File: src/rtl/i2c_slave_pkg.sv
// Shared types and bus-level constants for the I2C register-file target.
package i2c_slave_pkg;

    typedef enum logic [2:0] {
        ST_IDLE,
        ST_ADDR,
        ST_ADDR_ACK,
        ST_RX_BYTE,
        ST_RX_ACK,
        ST_TX_BYTE,
        ST_TX_ACK,
        ST_IGNORE
    } state_e;

    localparam logic BIT_ACK     = 1'b0;
    localparam logic BIT_NACK    = 1'b1;
    localparam logic RW_WRITE    = 1'b0;
    localparam logic RW_READ     = 1'b1;
    localparam logic SDA_PULL    = 1'b0;
    localparam logic SDA_RELEASE = 1'b1;

endpackage

File: src/rtl/i2c_line_sync.sv
// Synchronises SCL/SDA into the system clock domain and decodes bus events
// (SCL edges, START, STOP) from the synchronised samples only.
module i2c_line_sync (
    input  logic clk,
    input  logic rst,
    input  logic scl_i,
    input  logic sda_i,
    output logic sda,
    output logic scl_rise,
    output logic scl_fall,
    output logic start_det,
    output logic stop_det
);

    logic [1:0] scl_meta;
    logic [1:0] sda_meta;
    logic       scl_d;
    logic       sda_d;

    // Idle bus is pulled high, so every stage resets to 1 to avoid false events.
    always_ff @(posedge clk or posedge rst) begin
        if (rst) begin
            scl_meta <= 2'b11;
            sda_meta <= 2'b11;
            scl_d    <= 1'b1;
            sda_d    <= 1'b1;
        end else begin
            scl_meta <= {scl_meta[0], scl_i};
            sda_meta <= {sda_meta[0], sda_i};
            scl_d    <= scl_meta[1];
            sda_d    <= sda_meta[1];
        end
    end

    assign sda       = sda_meta[1];
    assign scl_rise  = scl_meta[1] & ~scl_d;
    assign scl_fall  = ~scl_meta[1] & scl_d;
    assign start_det = scl_meta[1] & scl_d & sda_d & ~sda_meta[1];
    assign stop_det  = scl_meta[1] & scl_d & ~sda_d & sda_meta[1];

endmodule

File: src/rtl/i2c_slave_regfile.sv
// I2C target serving a byte-addressed register file with an auto-incrementing
// pointer; SDA is only ever pulled low through SDA_PADOEN_O. HOLD_CYC must be >= 1.
module i2c_slave_regfile
    import i2c_slave_pkg::*;
#(
    parameter logic [6:0] DEV_ADDR = 7'h50,
    parameter int         NUM_REGS = 16,
    parameter int         HOLD_CYC = 4,
    localparam int        PW       = $clog2(NUM_REGS)
) (
    input  logic          WB_CLK_I,
    input  logic          WB_RST_I,
    input  logic          SCL_PAD_I,
    input  logic          SDA_PAD_I,
    output logic          SCL_PAD_O,
    output logic          SCL_PADOEN_O,
    output logic          SDA_PAD_O,
    output logic          SDA_PADOEN_O,
    input  logic [PW-1:0] DBG_ADDR_I,
    output logic [7:0]    DBG_DATA_O,
    output logic          BUSY_O
);

    localparam int HW = $clog2(HOLD_CYC + 1);

    state_e        state;
    state_e        next_state;
    logic          sda;
    logic          scl_rise;
    logic          scl_fall;
    logic          start_det;
    logic          stop_det;
    logic [7:0]    shift;
    logic [3:0]    bit_cnt;
    logic [PW-1:0] ptr;
    logic [7:0]    regs [NUM_REGS];
    logic [HW-1:0] hold_cnt;
    logic          pend_oen;
    logic          sda_oen;
    logic          busy;
    logic          first_byte;
    logic          sched_en;
    logic          sched_oen;
    logic [7:0]    rx_byte;
    logic          last_bit;
    logic          addr_match;
    logic [2:0]    tx_idx;

    i2c_line_sync u_line_sync (
        .clk       (WB_CLK_I),
        .rst       (WB_RST_I),
        .scl_i     (SCL_PAD_I),
        .sda_i     (SDA_PAD_I),
        .sda       (sda),
        .scl_rise  (scl_rise),
        .scl_fall  (scl_fall),
        .start_det (start_det),
        .stop_det  (stop_det)
    );

    assign rx_byte    = {shift[6:0], sda};
    assign last_bit   = (bit_cnt == 4'd7);
    assign addr_match = (rx_byte[7:1] == DEV_ADDR);
    // After k SCL rises of a TX byte the next bit to present is bit 7-k.
    assign tx_idx     = 3'(4'd7 - bit_cnt);

    always_ff @(posedge WB_CLK_I or posedge WB_RST_I) begin
        if (WB_RST_I) begin
            state <= ST_IDLE;
        end else begin
            state <= next_state;
        end
    end

    // In the ACK states bit_cnt==0 marks the fall that opens the 9th clock;
    // non-zero (set by the 9th rise) marks the fall that closes it.
    always_comb begin
        next_state = state;
        sched_en   = 1'b0;
        sched_oen  = SDA_RELEASE;
        if (start_det) begin
            next_state = ST_ADDR;
        end else if (stop_det) begin
            next_state = ST_IDLE;
        end else begin
            case (state)
                ST_ADDR: begin
                    if (scl_rise && last_bit) begin
                        next_state = addr_match ? ST_ADDR_ACK : ST_IGNORE;
                    end
                end
                ST_ADDR_ACK, ST_RX_ACK: begin
                    if (scl_fall) begin
                        sched_en = 1'b1;
                        if (bit_cnt == 4'd0) begin
                            sched_oen = SDA_PULL;
                        end else if (state == ST_ADDR_ACK && shift[0] == RW_READ) begin
                            next_state = ST_TX_BYTE;
                            sched_oen  = regs[ptr][7];
                        end else begin
                            next_state = ST_RX_BYTE;
                        end
                    end
                end
                ST_RX_BYTE: begin
                    if (scl_rise && last_bit) begin
                        next_state = ST_RX_ACK;
                    end
                end
                ST_TX_BYTE: begin
                    if (scl_fall) begin
                        sched_en = 1'b1;
                        if (bit_cnt == 4'd8) begin
                            next_state = ST_TX_ACK;
                            sched_oen  = SDA_RELEASE;
                        end else begin
                            sched_oen = shift[tx_idx];
                        end
                    end
                end
                ST_TX_ACK: begin
                    if (scl_rise && sda == BIT_NACK) begin
                        next_state = ST_IGNORE;
                    end else if (scl_fall) begin
                        next_state = ST_TX_BYTE;
                        sched_en   = 1'b1;
                        sched_oen  = regs[ptr][7];
                    end
                end
                default: next_state = state;
            endcase
        end
    end

    always_ff @(posedge WB_CLK_I or posedge WB_RST_I) begin
        if (WB_RST_I) begin
            shift      <= 8'h00;
            bit_cnt    <= 4'd0;
            ptr        <= '0;
            busy       <= 1'b0;
            first_byte <= 1'b0;
            hold_cnt   <= '0;
            pend_oen   <= SDA_RELEASE;
            sda_oen    <= SDA_RELEASE;
            for (int i = 0; i < NUM_REGS; i++) begin
                regs[i] <= 8'h00;
            end
        end else begin
            // SDA updates are deferred HOLD_CYC cycles past the SCL fall.
            if (start_det || stop_det) begin
                hold_cnt <= '0;
                sda_oen  <= SDA_RELEASE;
            end else if (sched_en) begin
                hold_cnt <= HW'(HOLD_CYC);
                pend_oen <= sched_oen;
            end else if (hold_cnt != '0) begin
                hold_cnt <= hold_cnt - HW'(1);
                if (hold_cnt == HW'(1)) begin
                    sda_oen <= pend_oen;
                end
            end

            if (start_det) begin
                bit_cnt <= 4'd0;
            end else if (stop_det) begin
                bit_cnt <= 4'd0;
                busy    <= 1'b0;
            end else begin
                case (state)
                    ST_ADDR: begin
                        if (scl_rise) begin
                            shift   <= rx_byte;
                            bit_cnt <= last_bit ? 4'd0 : bit_cnt + 4'd1;
                            if (last_bit) begin
                                busy       <= addr_match;
                                first_byte <= 1'b1;
                            end
                        end
                    end
                    ST_ADDR_ACK, ST_RX_ACK: begin
                        if (scl_rise) begin
                            bit_cnt <= 4'd1;
                        end else if (scl_fall && bit_cnt != 4'd0) begin
                            bit_cnt <= 4'd0;
                            if (next_state == ST_TX_BYTE) begin
                                shift <= regs[ptr];
                            end
                        end
                    end
                    ST_RX_BYTE: begin
                        if (scl_rise) begin
                            shift   <= rx_byte;
                            bit_cnt <= last_bit ? 4'd0 : bit_cnt + 4'd1;
                            if (last_bit) begin
                                if (first_byte) begin
                                    ptr        <= rx_byte[PW-1:0];
                                    first_byte <= 1'b0;
                                end else begin
                                    regs[ptr] <= rx_byte;
                                    ptr       <= ptr + 1'b1;
                                end
                            end
                        end
                    end
                    ST_TX_BYTE: begin
                        if (scl_rise) begin
                            bit_cnt <= bit_cnt + 4'd1;
                        end else if (scl_fall && bit_cnt == 4'd8) begin
                            bit_cnt <= 4'd0;
                        end
                    end
                    ST_TX_ACK: begin
                        if (scl_rise && sda == BIT_ACK) begin
                            ptr <= ptr + 1'b1;
                        end else if (scl_fall) begin
                            shift <= regs[ptr];
                        end
                    end
                    default: begin
                    end
                endcase
            end
        end
    end

    assign SCL_PAD_O    = 1'b0;
    assign SCL_PADOEN_O = 1'b1;
    assign SDA_PAD_O    = 1'b0;
    assign SDA_PADOEN_O = sda_oen;
    assign DBG_DATA_O   = regs[DBG_ADDR_I];
    assign BUSY_O       = busy;

endmodule

File: config.mk
export PLATFORM = sky130hd
export DESIGN_NAME = i2c_slave_regfile
export DESIGN_NICKNAME = d
export VERILOG_FILES = /design/src/rtl/i2c_slave_pkg.sv /design/src/rtl/i2c_line_sync.sv /design/src/rtl/i2c_slave_regfile.sv
export SDC_FILE = /design/constraint.sdc
export NUM_CORES = 1
export LEC_CHECK = 0
export BUFFER_PORTS_ARGS = -buffer_cell sky130_fd_sc_hd__buf_4
export CAP_MARGIN = 10
export CORE_MARGIN = 2
export CORE_UTILIZATION = 65
export CTS_BUF_LIST = sky130_fd_sc_hd__clkbuf_4
export CTS_CLUSTER_DIAMETER = 30
export CTS_CLUSTER_SIZE = 10
export DETAILED_ROUTE_END_ITERATION = 7
export GPL_TIMING_DRIVEN = 1
export MAX_ROUTING_LAYER = met4
export PLACE_DENSITY = 0.82
export SYNTH_ARGS = -nofsm -noshare
export SYNTH_HDL_FRONTEND = slang
export SYNTH_SLANG_ARGS = --single-unit
File: constraint.sdc
create_clock -name WB_CLK_I -period 5.7 [get_ports WB_CLK_I]
set_input_delay 0 -clock WB_CLK_I [delete_from_list [all_inputs] [get_ports WB_CLK_I]]
set_output_delay 0 -clock WB_CLK_I [all_outputs]
set_load 0.005 [all_outputs]
==> results.cfg, run 1 <==
[sta]
final-setup-viol-count = 0
post-route-period-util_pct = 50.7
finalSetupTns_ns = 0
tightest_slew_ns = 1.11
clock_skew_ns = 0.0221
period_minus_slack_ns = 2.89
rsz0062_at_grt = no
hold_viol_final = 0
slew_headroom_pct = 25.8
finalMaxSlewViolations = 0
fmax_mhz = 346
timing.hold.ws_ns = 0.0840

[global_route]
grt_antenna_before_repair = 0
grtUsageTotal_pct = 31.1
grt_max_degree = 90
grt_pass1_vias = 5826
grt_pass1_wl_um = 32600
grt_overflow_total = 0

[yosys]
synth.top_cell.area_share_pct = 42.0
synth-main-ff-cell = dfrtp_1
async_flop_share_pct = 100
seq_area_frac_synth_pct = 44.3
synth_edf_count = 0
synth_area_leaders = dfrtp_1, mux4_2, mux2_2
synth_top_area_cell = dfrtp_1
synth.avg_cell_area_um2 = 14.0
yosysWarningCount = 0
synthDistinctLibCells = 69
syn_inst = 646
ys_ff_latch = 160
syn-cell-area_mm2 = 0.00906

[setup_path]
path_class = register to register
rr_startpoint = state[0]
arrival_ns = 3.36
critPathLaunch = state[0]
crit_required_ns = 6.16
cp_max_fo = 20
cp-end-kind = register
start_kind = register

[routing]
first_pass_iters = 5
post_drt_via_cell_ratio = 6.97
routedWlPerCell_um = 25.4
drc = 0
drtIter0Drc = 610
antenna_left = 0
via_count = 5728
wirelength_um = 20900

[placement]
numPortBuffers = 17
dpl.hpwl_um = 13700
gp_congestion = 0.903

[power_and_ir_drop]
comb_power_share_pct = 21.7
power_density_mw_per_mm2 = 294
seqPwrFrac_pct = 54.5
p_int_mw = 1.79
pwr-share-clk_pct = 23.9
p_sw_share_pct = 35.6
total_power_mw = 2.78
power_leakage_nw = 4.26
vdd_drop_max_v = 0.000144
p_sw_uw = 988

[status]
status = finished clean

[cells_and_area]
antenna_cells = 0
nNetsFinal = 646
drive_gt1_share_pct = 46.4
mostFrequentLayoutCells = dfrtp_1, mux2_2, mux4_2
post-route-util_pct = 68.5
area_growth_syn_to_layout_pct = 4.09
final_common_cell = dfrtp_1

[die]
dieArea_mm2 = 0.0149
core_region_area_mm2 = 0.0138
core.rowCount = 43
io_pins = 21
start_util_pct = 65.8
fp.dieH_um = 122
die_x_um = 122

[clock_network]
htreeDepth = 4
clock_path_buffers = 2
path_clk_slew_ns = 0.13
cts_buffers = 17
cts_tree = built
clk_latency_ns = 0.58
cts_num_sinks = 160
cts-root-buf = clkbuf_4

[hold_path]
hold_path.class = input port to register
min_from = SDA_PAD_I

[flow_run]
maxCapViolCount = 0
-- through the flow --
stage	cell area [um^2]	worst slack, ns	std cells
3_3_place_gp	9130	2.95	787
4_1_cts	9430	2.84	822
3_5_place_dp	9130	2.87	787
6_report	9430	2.81	822
5_1_grt	9430	2.65	822
2_1_floorplan	9060	1.39	647
-- sequential cells by signal (all words and copies together), names as in the netlist --
signal	cells
u_line_sync.sda_d	1
regs	128
u_line_sync.sda_meta	2
SDA_PADOEN_O	1
bit_cnt	4
state	3
pend_oen	1
shift	8
u_line_sync.scl_d	1
BUSY_O	1
ptr	4
u_line_sync.scl_meta	2
hold_cnt	3
first_byte	1
-- logic make-up after synthesis --
group	synth area share (%)
adder cells (fa/ha/maj)	1.24
buffers and inverters	3.85
other	0.0829
multiplexers	37.4
flip-flops	44.3
AND/OR/NAND/NOR	6.96
AO/OA/AOI/OAI	5.94
XOR/XNOR	0.193
-- cells in the mapped netlist (2+ instances only) --
master / instances
a211oi_1: 8
a21oi_1: 13
a31oi_1: 3
and2_1: 4
and3_1: 2
buf_1: 3
buf_2: 18
buf_4: 9
buf_6: 4
clkbuf_1: 25
conb_1: 2
dfrtp_1: 152
dfstp_2: 8
ha_1: 9
inv_1: 10
mux2_1: 8
mux2_2: 129
mux2_4: 8
mux2i_1: 4
mux4_2: 75
nand2_1: 14
nand2_2: 12
nand2b_1: 7
nand2b_4: 2
nand3_1: 6
nand3_4: 3
nor2_1: 20
nor2b_1: 13
nor3_1: 6
o21a_1: 6
o21ai_0: 12
o21ai_1: 2
o22ai_1: 9
o31ai_1: 4
or3_1: 2
-- power by group through the flow --
stage / Combinational [mW] / Clock, mW / Sequential [mW]
final: 0.601 / 0.662 / 1.51
after global routing: 0.657 / 0.725 / 1.54
after CTS: 0.601 / 0.674 / 1.50
after detailed placement: 0.598 / 0 / 1.53
after global placement: 0.575 / 0 / 1.51
after floorplan: 0.678 / 0 / 1.28
-- per-layer routing --
metal | GRT usage, % | share of wire, %
met1 | 40.8 | 39
met2 | 46.6 | 49
met3 | 7.96 | 8.4
met4 | 13.8 | 3.5
met5 | - | 0
-- path summary, 6_finish.rpt --
kind / to / slack (ns) / cells after the start
min in group asynchronous: regs[119] / 0.15 / 3
worst min register to register: u_line_sync.scl_meta[1] / 0.37 / 0
worst max register to register: regs[27] / 2.81 / 5
max in group asynchronous: regs[24] / 4.15 / 4
worst min-delay path: u_line_sync.sda_meta[0] / 0.08 / 2
worst max-delay path: regs[27] / 2.81 / 5
-- what timing repair did --
item,CTS,global route
setup buffers,0,0
gates resized for setup,0,0
endpoints found under the hold margin,83,0
hold buffers,3,0
-- area by class of cell --
class	count	area, um^2
Multi-Input combinational cell	417	4700
Fill cell	946	4340
Sequential cell	160	4020
Tap cell	180	225
Timing Repair Buffer	22	173
Clock buffer	20	150
Clock inverter	12	119
Inverter	11	46.3
-- worst max-delay path, stage by stage (launching register included) --
cell	delay, ns
dfrtp_1	0.77
nand2b_1	0.54
nor4_4	0.37
and2_1	0.29
and3_1	0.44
mux2_1	0.39
Note: power is estimated with default switching activity, not from simulation.
==> run 2: changes to the inputs <==
==> constraint.sdc (replaced) <==
create_clock -name WB_CLK_I -period 3 [get_ports WB_CLK_I]
set_input_delay 0 -clock WB_CLK_I [delete_from_list [all_inputs] [get_ports WB_CLK_I]]
set_output_delay 0 -clock WB_CLK_I [all_outputs]
set_load 0.005 [all_outputs]
==> results.cfg, run 2 (synthesis results as in run 1) <==
[status]
status = finished clean

[placement]
numPortBuffers = 17
dp.cells = 798
gp_congestion = 0.966
dpl.hpwl_um = 14000

[setup_path]
cp_max_fo = 8
ff2ff_setup_slack_ns = 0.48
rr_endpoint = regs[30]
arrival_ns = 2.97
crit_required_ns = 3.46
cp-end-kind = register
path_class = register to register
slowest_delay_ns = 0.52
start_kind = register
path_cells = ha_1, nand3b_2, nor4_4, and2_1, and3_1, mux2_1
slowest_stage = dfrtp_1
critPathCapture = regs[30]
reg2reg_depth = 6
rr_startpoint = bit_cnt[0]
critPathLaunch = bit_cnt[0]

[sta]
post-route-period-util_pct = 83.8
final-setup-viol-count = 0
finalSetupTns_ns = 0
period_minus_slack_ns = 2.52
rsz0062_at_grt = no
fmax_mhz = 398
finalMaxSlewViolations = 0
hold_viol_final = 0
tightest_slew_ns = 0.808
slew_headroom_pct = 46.1
clock_skew_ns = 0.0128

[clock_network]
clock_path_buffers = 2
cts_buffers = 17
cts-root-buf = clkbuf_4
htreeDepth = 4
ctsResizeCount = 0
path_clk_slew_ns = 0.14
clk_latency_ns = 0.57
cts_tree = built
cts_num_sinks = 160

[cells_and_area]
nFillCells = 921
area_growth_syn_to_layout_pct = 5.76
drive_gt1_share_pct = 47.8
largest-register = regs
largest_register_ffs = 128
nNetsFinal = 657
mostFrequentLayoutCells = dfrtp_1, mux2_2, mux4_2
layoutNonFillerInstCount = 833
largestRegisters = regs: 128 flops, shift: 8 flops
antenna_cells = 0
post-route-util_pct = 69.6
final_common_cell = dfrtp_1

[power_and_ir_drop]
power_density_mw_per_mm2 = 574
vdd_drop_max_v = 0.000419
power_leakage_nw = 4.34
total_power_mw = 5.50

[die]
dieArea_mm2 = 0.0149
die_x_um = 122
core.rowCount = 43
fp.dieH_um = 122
core_region_area_mm2 = 0.0138
io_pins = 21
start_util_pct = 65.8

[routing]
drtIter0Drc = 548
routedWlPerCell_um = 25.7
drc = 0
dr_wl_met2_um = 10300
highest-signal-layer = met4
wirelength_um = 21400
first_pass_iters = 5
antenna_left = 0
post_drt_via_cell_ratio = 6.98
dr_wl_met3_um = 1840
drt-met1-wl_um = 8860
via_count = 5815

[global_route]
grt_pass1_wl_um = 33600
grt_antenna_before_repair = 0
grtUsageTotal_pct = 31.9
grt_overflow_total = 0
grt_pass1_vias = 5876
grt_max_degree = 74

[flow_run]
maxCapViolCount = 0

[hold_path]
hold_path.class = input port to async pin
==> run 2: changes by cell type in the layout (fill, tap and decap cells not counted) <==
cell	delta
buf_4	+8
buf_12	+3
clkinv_1	-3
clkinv_2	-2
clkbuf_4	-3
inv_8	+2
inv_6	+5
clkinv_4	+1
==> run 2: layout make-up <==
| class | instances | area [um^2] | area share, % |
|---|---|---|---|
| Multi-Input combinational cell | 417 | 4700 | 49.1 |
| Sequential cell | 160 | 4020 | 41.9 |
| Timing Repair Buffer | 33 | 293 | 3.06 |
| Tap cell | 180 | 225 | 2.35 |
| Clock inverter | 15 | 174 | 1.81 |
| Clock buffer | 17 | 128 | 1.33 |
| Inverter | 11 | 45.0 | 0.470 |
==> run 2: how the worst min path moves through the flow <==
stage | slack (ns) | cells after the start | end
2_1_floorplan | 0.004 | 0 | u_line_sync.scl_meta[0]
3_3_place_gp | 0.08 | 2 | regs[127]
3_5_place_dp | 0.10 | 2 | regs[127]
4_1_cts | 0.02 | 3 | regs[127]
5_1_grt | 0.03 | 3 | regs[127]
6_report | 0.02 | 3 | regs[127]
==> run 2: what timing repair did <==
item	4_1_cts	5_1_grt
endpoints found under the hold margin	154	0
setup buffers	0	0
hold buffers	3	0
==> run 2: power by group <==
| part | internal [mW] | switching (mW) |
|---|---|---|
| Sequential | 2.30 | 0.407 |
| Clock | 0.525 | 0.855 |
| Combinational | 0.640 | 0.772 |
| Total | 3.47 | 2.03 |
==> run 2: through the flow <==
stage	cell area (um^2)	worst slack, ns	hold slack [ns]
after floorplan	9070	0.774	0.00448
after global placement	9250	0.633	0.0839
after detailed placement	9250	0.510	0.103
after CTS	9580	0.483	0.0184
after global routing	9580	0.299	0.0281
final	9580	0.485	0.0228
==> run 2: per-layer routing <==
layer  vias up  global-route usage (%)
li1       2429                       -
met1      3034                    44.9
met2       315                    46.9
met3        37                    7.26
met4         0                    10.2
met5         -                       -
==> run 2: critical path, delay by kind of cell, from the launching register on <==
kind / cells / cell delay, ns
adder cells (fa/ha/maj): 1 / 0.26
flip-flops: 1 / 0.52
multiplexers: 1 / 0.36
AND/OR/NAND/NOR: 4 / 1.27
==> run 3: changes to the inputs <==
--- a/config.mk
+++ b/config.mk
@@ -5,6 +5,7 @@
 export SDC_FILE = /design/constraint.sdc
 export NUM_CORES = 1
 export LEC_CHECK = 0
+export ABC_AREA = 1
 export BUFFER_PORTS_ARGS = -buffer_cell sky130_fd_sc_hd__buf_4
 export CAP_MARGIN = 10
 export CORE_MARGIN = 2
==> constraint.sdc (replaced) <==
create_clock -name WB_CLK_I -period 2.34 [get_ports WB_CLK_I]
set_input_delay 0 -clock WB_CLK_I [delete_from_list [all_inputs] [get_ports WB_CLK_I]]
set_output_delay 0 -clock WB_CLK_I [all_outputs]
set_load 0.005 [all_outputs]
==> results.cfg, run 3 <==
[cells_and_area]
drive_gt1_share_pct = 13.1
largestRegisters = regs: 128 flops, shift: 8 flops
final_common_cell = nand2_1
largest_register_ffs = 128
antenna_cells = 0
nFillCells = 1202
regArea_mm2 = 0.00402
post-route-util_pct = 71.1
multi_input_area_mm2 = 0.00449
nNetsFinal = 1243
mostFrequentLayoutCells = nand2_1, o21ai_0, dfrtp_1
largest-register = regs
design_area_mm2 = 0.00991
area_growth_syn_to_layout_pct = 6.35
layoutNonFillerInstCount = 1418

[yosys]
synthDistinctLibCells = 38
ys_ff_latch = 160
synth-main-ff-cell = dfrtp_1
synth.avg_cell_area_um2 = 7.56
synthMostInstantiatedCell = nand2_1
seq_area_frac_synth_pct = 43.1
synth_top_area_cell = dfrtp_1
synth.top_cell.area_share_pct = 40.8
syn_inst = 1233
yosysWarningCount = 0
async_flop_share_pct = 100
synth_edf_count = 0
syn-cell-area_mm2 = 0.00932
yosys-top-cells-count = nand2_1, o21ai_0, dfrtp_1
synth_area_leaders = dfrtp_1, nand2_1, o21ai_0

[sta]
hold_viol_final = 0
slew_headroom_pct = 62.9
finalSetupTns_ns = 0
clock_skew_ns = 0.0168
final-setup-viol-count = 0
post-route-period-util_pct = 86.2
period_minus_slack_ns = 2.02
timing.hold.ws_ns = 0.0828
fmax_mhz = 496
fin_ws_ns = 0.323
rsz0062_at_grt = no
finalMaxSlewViolations = 0
tightest_slew_ns = 0.556

[setup_path]
reg2reg_depth = 10
crit_family = compound AO/OA/AOI/OAI gates
rr_endpoint = regs[62]
slowest_delay_ns = 0.41
critPathCapture = DBG_DATA_O[1]
crit_required_ns = 2.34
cp-end-kind = output port
path_depth = 7
cp_max_fo = 2
path_cells = inv_1, a21oi_1, o21ai_0, o21ai_0, o221ai_1, nand2_1, buf_4
slowest_stage = dfrtp_1
critPathLaunch = regs[49]
arrival_ns = 2.02
cp_common_cell = o21ai_0
path_class = register to output port
worst-path-buf-inv = 2
ff2ff_setup_slack_ns = 0.32
start_kind = register
rr_startpoint = bit_cnt[0]

[die]
io_pins = 21
fp.dieH_um = 124
core_region_area_mm2 = 0.0139
dieArea_mm2 = 0.0153
die_x_um = 124
core.rowCount = 43
start_util_pct = 66.9

[clock_network]
ctsResizeCount = 0
cts_buffers = 17
cts_num_sinks = 160
clk_latency_ns = 0.56
path_clk_slew_ns = 0.12
htreeDepth = 4
clock_path_buffers = 2
cts-root-buf = clkbuf_4
cts_tree = built

[power_and_ir_drop]
pwr-share-clk_pct = 19.8
p_sw_share_pct = 44.7
power_density_mw_per_mm2 = 948
seqPwrFrac_pct = 34.7
p_sw_mw = 4.20
p_int_mw = 5.19
vdd_drop_max_v = 0.000719
comb_power_share_pct = 45.5
total_power_mw = 9.40
power_leakage_nw = 4.73

[routing]
via_count = 8721
wirelength_um = 26100
antenna_left = 0
drtIter0Drc = 1113
routedWlPerCell_um = 18.4
drc = 0
first_pass_iters = 8
post_drt_via_cell_ratio = 6.15

[flow_run]
maxCapViolCount = 0

[global_route]
grt_overflow_total = 0
grt_pass1_vias = 7995
grt_pass1_wl_um = 42300
grt_max_degree = 87
grt_antenna_before_repair = 0
grtUsageTotal_pct = 37.4

[status]
status = finished clean

[placement]
gp_congestion = 0.970
numPortBuffers = 17
place_ws_ns = 0.359
placed_area_mm2 = 0.00956
dpl.hpwl_um = 17700
dp.cells = 1383

[hold_path]
hold_path.class = input port to register
## run 3: cell families after synthesis
group | count (synthesis) | synth area share (%)
buffers and inverters | 177 | 8.83
AOI/OAI and AO/OA | 397 | 23.6
and+or+nand+nor | 484 | 22.8
DFF | 160 | 43.1
adders and majority gates | 9 | 1.21
xor gates and xnor gates | 4 | 0.376
other | 2 | 0.0806
## run 3: worst register-to-register path: cells and delay by family (launching register included)
kind | cells | cell delay [ns]
DFF | 1 | 0.51
AOI/OAI and AO/OA | 1 | 0.07
buffers and inverters | 1 | 0.09
and+or+nand+nor | 7 | 1.01
adders and majority gates | 1 | 0.24
## run 3: worst min-delay path by stage
stage	start	end	cells past startpoint
finish	SCL_PAD_I	u_line_sync.scl_meta[0]	2
global route	SDA_PAD_I	u_line_sync.sda_meta[0]	2
CTS	SCL_PAD_I	u_line_sync.scl_meta[0]	2
detailed placement	WB_RST_I	regs[8]	2
global placement	WB_RST_I	regs[8]	2
floorplan	SCL_PAD_I	u_line_sync.scl_meta[0]	0
## run 3: final cells by class
| cell class | count | area share, % |
|---|---|---|
| inverters | 96 | 3.67 |
| clock buffers | 17 | 1.29 |
| multi-input cells | 897 | 45.3 |
| clock inverters | 14 | 1.91 |
| well taps | 180 | 2.27 |
| flip-flops and latches | 160 | 40.5 |
| repair buffers | 54 | 5.07 |
## run 3: power by group through the flow
stage	sequential, mW	combinational [mW]	clock, mW
floorplan	3.18	2.97	0
global placement	3.30	4.13	0
detailed placement	3.30	4.17	0
CTS	3.26	4.19	1.88
global route	3.29	4.71	2.00
finish	3.26	4.27	1.86
## run 3: per-layer routing
metal  global-route usage (%)  wire, um
met5                        -         0
met4                     14.6       888
met3                     8.65      2920
met2                     55.0     11700
met1                     50.5     10600
## run 3: what timing repair did
item | CTS | global route
hold endpoints to repair | 162 | 0
buffers inserted | 0 | 0
hold buffers | 4 | 0
setup endpoints to repair | 0 | 0
